## src/rtl/multicycle_datapath.sv

```systemverilog
// Multicycle RV32-subset datapath (RR/IMMEDIATE/LW/SW/BEQ): register file, ALU, PC and control FSM.
// Latency BEQ 3, RR/IMM/SW 4, LW 5 cycles; FETCH stalls on instrValid, MEM holds the request until dReady.
module multicycle_datapath #(
    parameter int          XLEN       = 32,
    parameter int          NUM_REGS   = 32,
    parameter logic [31:0] INITIAL_PC = 32'h00400000,
    parameter logic [6:0]  RR         = 7'b0110011,
    parameter logic [6:0]  IMMEDIATE  = 7'b0010011,
    parameter logic [6:0]  LW         = 7'b0000011,
    parameter logic [6:0]  SW         = 7'b0100011,
    parameter logic [6:0]  BEQ        = 7'b1100011
) (
    input  logic            clk,
    input  logic            rst,
    input  logic [31:0]     instr,
    input  logic            instrValid,
    output logic            instrReq,
    output logic [XLEN-1:0] PC,
    input  logic [3:0]      ALUCtrl,
    output logic [XLEN-1:0] dAddress,
    output logic [XLEN-1:0] dWriteData,
    output logic            dRead,
    output logic            dWrite,
    input  logic [XLEN-1:0] dReadData,
    input  logic            dReady,
    output logic            Zero,
    output logic [XLEN-1:0] WriteBackData,
    output logic [2:0]      state,
    output logic            illegal
);

    localparam int SHW = $clog2(XLEN);
    localparam int RIW = (NUM_REGS > 1) ? $clog2(NUM_REGS) : 1;
    localparam logic [XLEN-1:0] PC_RST = XLEN'(INITIAL_PC);

    typedef enum logic [2:0] {
        FETCH  = 3'd0,
        DECODE = 3'd1,
        EXEC   = 3'd2,
        MEM    = 3'd3,
        WB     = 3'd4,
        TRAP   = 3'd7
    } state_t;

    state_t          st;
    logic [31:0]     ir;
    logic [XLEN-1:0] a_q, b_q, imm_q, alu_q, mdr_q;
    logic [3:0]      ctrl_q;
    logic [XLEN-1:0] rf [NUM_REGS];

    logic [6:0] opcode;
    logic [4:0] rs1, rs2, rd;
    logic       is_rr, is_imm, is_lw, is_sw, is_beq, known;
    logic       unused_funct3;

    assign opcode = ir[6:0];
    assign rd     = ir[11:7];
    assign rs1    = ir[19:15];
    assign rs2    = ir[24:20];
    assign is_rr  = (opcode == RR);
    assign is_imm = (opcode == IMMEDIATE);
    assign is_lw  = (opcode == LW);
    assign is_sw  = (opcode == SW);
    assign is_beq = (opcode == BEQ);
    assign known  = is_rr | is_imm | is_lw | is_sw | is_beq;
    assign unused_funct3 = ^ir[14:12];

    // x0 and indices beyond the implemented file read as zero
    logic [XLEN-1:0] rs1_val, rs2_val;
    always_comb begin
        rs1_val = '0;
        rs2_val = '0;
        if (rs1 != '0 && int'(rs1) < NUM_REGS) rs1_val = rf[rs1[RIW-1:0]];
        if (rs2 != '0 && int'(rs2) < NUM_REGS) rs2_val = rf[rs2[RIW-1:0]];
    end

    logic [XLEN-1:0] imm_i, imm_s, imm_b, dec_imm;
    assign imm_i = XLEN'($signed(ir[31:20]));
    assign imm_s = XLEN'($signed({ir[31:25], ir[11:7]}));
    assign imm_b = XLEN'($signed({ir[31], ir[7], ir[30:25], ir[11:8], 1'b0}));

    always_comb begin
        dec_imm = '0;
        if (is_imm || is_lw) dec_imm = imm_i;
        else if (is_sw)      dec_imm = imm_s;
        else if (is_beq)     dec_imm = imm_b;
    end

    logic [XLEN-1:0] op2, alu_res, wb_val, pc_plus4;
    logic [3:0]      ctrl_eff;
    logic [SHW-1:0]  shamt;
    logic            rd_ok;

    assign op2      = (is_imm || is_lw || is_sw) ? imm_q : b_q;
    assign ctrl_eff = is_beq ? 4'b0110 : ctrl_q;
    assign shamt    = op2[SHW-1:0];
    assign wb_val   = is_lw ? mdr_q : alu_q;
    assign pc_plus4 = PC + XLEN'(4);
    assign rd_ok    = (rd != '0) && (int'(rd) < NUM_REGS);

    always_comb begin
        alu_res = '0;
        case (ctrl_eff)
            4'b0000: alu_res = a_q & op2;
            4'b0001: alu_res = a_q | op2;
            4'b0010: alu_res = a_q + op2;
            4'b0110: alu_res = a_q - op2;
            4'b0111: alu_res = XLEN'($signed(a_q) < $signed(op2));
            4'b1000: alu_res = a_q >> shamt;
            4'b1001: alu_res = a_q << shamt;
            4'b1010: alu_res = $unsigned($signed(a_q) >>> shamt);
            4'b1101: alu_res = a_q ^ op2;
            default: alu_res = '0;
        endcase
    end

    // strobes decode the registered state, so reset drops them asynchronously
    assign instrReq = (st == FETCH);
    assign dRead    = (st == MEM) && is_lw;
    assign dWrite   = (st == MEM) && is_sw;
    assign state    = st;

    always_ff @(posedge clk or negedge rst) begin
        if (!rst) begin
            st            <= FETCH;
            PC            <= PC_RST;
            ir            <= '0;
            a_q           <= '0;
            b_q           <= '0;
            imm_q         <= '0;
            alu_q         <= '0;
            mdr_q         <= '0;
            ctrl_q        <= '0;
            Zero          <= 1'b0;
            WriteBackData <= '0;
            dAddress      <= '0;
            dWriteData    <= '0;
            illegal       <= 1'b0;
            for (int i = 0; i < NUM_REGS; i++) rf[i] <= '0;
        end else begin
            case (st)
                FETCH: begin
                    if (instrValid) begin
                        ir <= instr;
                        st <= DECODE;
                    end
                end
                DECODE: begin
                    a_q    <= rs1_val;
                    b_q    <= rs2_val;
                    imm_q  <= dec_imm;
                    ctrl_q <= ALUCtrl;
                    if (known) begin
                        st <= EXEC;
                    end else begin
                        st      <= TRAP;
                        illegal <= 1'b1;
                    end
                end
                EXEC: begin
                    alu_q <= alu_res;
                    Zero  <= (alu_res == '0);
                    if (is_beq) begin
                        PC <= (alu_res == '0) ? PC + imm_q : pc_plus4;
                        st <= FETCH;
                    end else if (is_lw || is_sw) begin
                        dAddress   <= alu_res;
                        dWriteData <= b_q;
                        st         <= MEM;
                    end else begin
                        st <= WB;
                    end
                end
                MEM: begin
                    if (dReady) begin
                        if (is_lw) begin
                            mdr_q <= dReadData;
                            st    <= WB;
                        end else begin
                            PC <= pc_plus4;
                            st <= FETCH;
                        end
                    end
                end
                WB: begin
                    if (rd_ok) rf[rd[RIW-1:0]] <= wb_val;
                    WriteBackData <= wb_val;
                    PC            <= pc_plus4;
                    st            <= FETCH;
                end
                default: st <= TRAP;
            endcase
        end
    end

endmodule

```

## config.mk

```make
export PLATFORM = sky130hd
export DESIGN_NAME = multicycle_datapath
export DESIGN_NICKNAME = d
export VERILOG_FILES = /design/src/rtl/multicycle_datapath.sv
export SDC_FILE = /design/constraint.sdc
export NUM_CORES = 2
export LEC_CHECK = 0
export CAP_MARGIN = 20
export CORE_ASPECT_RATIO = 2
export CORE_MARGIN = 2
export CORE_UTILIZATION = 49
export DETAILED_ROUTE_END_ITERATION = 8
export GPL_ROUTABILITY_DRIVEN = 1
export PLACE_DENSITY = 0.78
export SLEW_MARGIN = 20
export SYNTH_ARGS = -nofsm -noshare
export SYNTH_HDL_FRONTEND = slang
export SYNTH_SLANG_ARGS = --single-unit
```

## constraint.sdc

```tcl
create_clock -name clk -period 5.5 [get_ports clk]
set_input_delay 1.1 -clock clk [delete_from_list [all_inputs] [get_ports clk]]
set_output_delay 1.1 -clock clk [all_outputs]
set_load 0.01 [all_outputs]
```

==> metrics.txt <==
post-route ant nets 0; Num CTS Buffers 120; final setup vio count 0; final non-filler cell area ~0.09 mm^2; status finished clean; Starting Density 0.4914; average wire per standard cell between 20 and 30 um; core area 0.1554 mm^2; DR vias between 60000 and 70000; Pint 28.46 mW; Yosys reg bits ~1300; placed instance area 0.08459 mm^2; most frequent cells in the layout 1320 x dfrtp_1, 880 x a21oi_1, 789 x nand2_1; I/O Pins about 210; Net Switching 22.89 mW; Netlist cell types 115; Pwr per Cell Area roughly 570 mW/mm^2; unrepaired setup endpoints after global routing true; clock-pin slew on the worst setup and hold paths approximately 0.070 ns; combinational share of power 0.542; Placer Congestion about 1.1; area grow syn2layout 18.07%; ys flop type dfrtp_1; global-route wire length before repair between 400000 and 500000 um; clock network power share 0.188; Min-Delay Path Class in -> async; commonest non-fill, non-tap cell in the layout dfrtp_1; total congestion overflow 0; Worst Setup End Kind flop; die area 0.1593 mm^2; Horiz. Die Dim around 280 um; antenna violations before repair 22; Critical Path AT 6.15 ns; Fin. Hold Viols 0; critical path required time a little over 6 ns; fin crit period 5.487 ns; nets roughly 8000; number of synthesized flops with an enable pin 0; vias in the first global route between 60000 and 70000; total track usage 0.3559; Worst setup SP type flop; htree depth 3; Sw Ratio 0.4457; LEAKAGE about 40 nW; utilization after layout 0.5802; port bufs 204; sequential power share 0.270; Die H ~560 um; post-synthesis sequential area ratio 0.4361; maximum VDD drop 0.4713 mV; via/cell ratio ~6.7; Mapped Avg Cell Area 9.969 um^2; hpwl dp roughly 190000 um; Reg2Reg Depth 25; Max clock buf depth 3; largest net degree at the start of global routing roughly 140; yosys warns 0; Max transition margin 0.1116; CTS tree built; syn nets ~7900; Crit Path Category reg -> reg; Gate Count Post-Synth between 7000 and 8000; Max Fanout on Critical Path 6; Layout Skew roughly 0.084 ns; Clk Latency, worst-skew pair between 0.7 and 0.8 ns; # rows around 210; Worst Tran Pin Value ~1.3 ns; final wirelength approximately 290000 um; drt pass-1 iters 9; Max Slew Vio Count 0; clock root buffer clkbuf_16; DRC 0; total negative slack 0 ns; hold slack around 0.3 ns; clock sink total 1331; number of max-cap violations 0; share of layout cells above drive strength 1 0.2283; synthesized area 0.07639 mm^2; Fmax approximately 0.18 GHz; 1st-iter DRT viols ~10000; fraction of registers with async set/reset 1.000; fin crit share 0.9976
## state kept, by name (all words and copies together) (netlist names), 3 cells and up
signal and count:
PC 32, WriteBackData 32, a_q 32, alu_q 32
b_q 32, ctrl_q 4, dAddress 32, dWriteData 32
imm_q 13, ir 29, mdr_q 32, rf 1024
state 3
## worst max-delay path, cell delays in order, from the launching register on
cell and delay [ns]:
dfrtp_1 0.40, and4bb_4 0.41, and3_4 0.22, buf_12 0.13
buf_6 0.12, a21o_1 0.12, ha_1 0.26, or2_1 0.28
buf_4 0.16, o211ai_1 0.34, a31oi_2 0.20, mux2_2 0.28
o221ai_1 0.15, a2111oi_2 0.37, buf_4 0.19, nand4_1 0.13
nor4_4 0.36, nand4_1 0.13, buf_4 0.19, buf_4 0.13
nor3_1 0.25, buf_4 0.16, buf_4 0.11, nand3_1 0.07
o21ai_1 0.11, o22a_1 0.14
## cells by family after synthesis
logic type	share of synthesized area
xor gates and xnor gates	0.005274
AOI/OAI and AO/OA	0.1820
and+or+nand+nor	0.1105
buffers and inverters	0.04434
DFF	0.4361
adders and majority gates	0.02182
muxes	0.2000
## metrics by stage
stage,instances,power (mW),setup WS (ns)
finish,10187,51.35,0.01329
global route,10180,53.01,-0.1593
CTS,10158,49.53,0.01283
detailed placement,9931,39.70,-0.3166
global placement,9930,39.34,-0.3325
floorplan,7662,27.89,0.03666
## power by group through the flow
stage	combinational, mW	sequential, mW	clock [mW]
floorplan	15.3	12.6	0
global placement	25.6	13.7	0
detailed placement	25.9	13.8	0
CTS	26.2	13.7	9.64
global route	29.0	14.0	10.0
finish	27.9	13.8	9.65
## path summary, 6_finish.rpt
kind	slack, ns	startpoint	endpoint
min reg2reg	0.40	rf[1014]	rf[1014]
max in group asynchronous	3.78	rst	rf[308]
min in group clk	0.40	rf[1014]	rf[1014]
max reg2reg	0.01	ir[3]	PC[20]
min	0.30	rst	rf[202]
max	0.01	ir[3]	PC[20]
## layout make-up
type,count,area [um^2]
Sequential cell,1331,33340
Clock inverter,70,1165
Antenna cell,10,25.02
Tap cell,2070,2590
Timing Repair Buffer,946,8361
Inverter,124,470.5
Fill cell,12618,65250
Multi-Input combinational cell,5481,40870
Clock buffer,155,3366
## synthesized netlist by cell type (27+ instances only)
cell type	count	area, um^2
nand2_1	808	3033
o211ai_1	31	232.7
clkbuf_1	589	2211
dfrtp_1	1330	33280
a22oi_1	37	277.8
nor2b_1	43	269.0
a21o_1	58	435.4
a221oi_1	28	245.2
xnor2_1	36	315.3
nor4_1	27	168.9
nor2_1	754	2830
buf_1	76	285.3
nand2b_1	38	237.7
ha_1	130	1627
o21ai_0	725	3628
nor3_1	104	520.5
buf_2	38	190.2
a211oi_1	71	533.0
and3_1	37	231.5
mux4_2	425	9572
mux2_2	225	2534
nand3_1	49	245.2
o31ai_1	37	277.8
o22ai_1	138	863.3
a21oi_1	894	4474
inv_1	119	446.7
o221ai_1	81	709.4
mux2i_1	311	3113
## layer usage
layer | part of all wire | global-route usage | vias to the layer above
met5 | 0.00032 | 0 | -
met4 | 0.093 | 0.2827 | 16
met3 | 0.12 | 0.09154 | 1253
met2 | 0.43 | 0.5242 | 4929
met1 | 0.35 | 0.4465 | 33772
li1 | - | - | 28675
## repair_timing
| item | 4_1_cts | 5_1_grt |
|---|---|---|
| gates cloned | 0 | 3 |
| gates resized for setup | 23 | 130 |
| pin swaps | 8 | 41 |
| buffers inserted | 2 | 16 |
| hold endpoints to repair | 0 | 0 |
| setup endpoints to repair | 33 | 33 |
| hold buffers | 0 | 0 |
(Power assumes the default switching activity.)
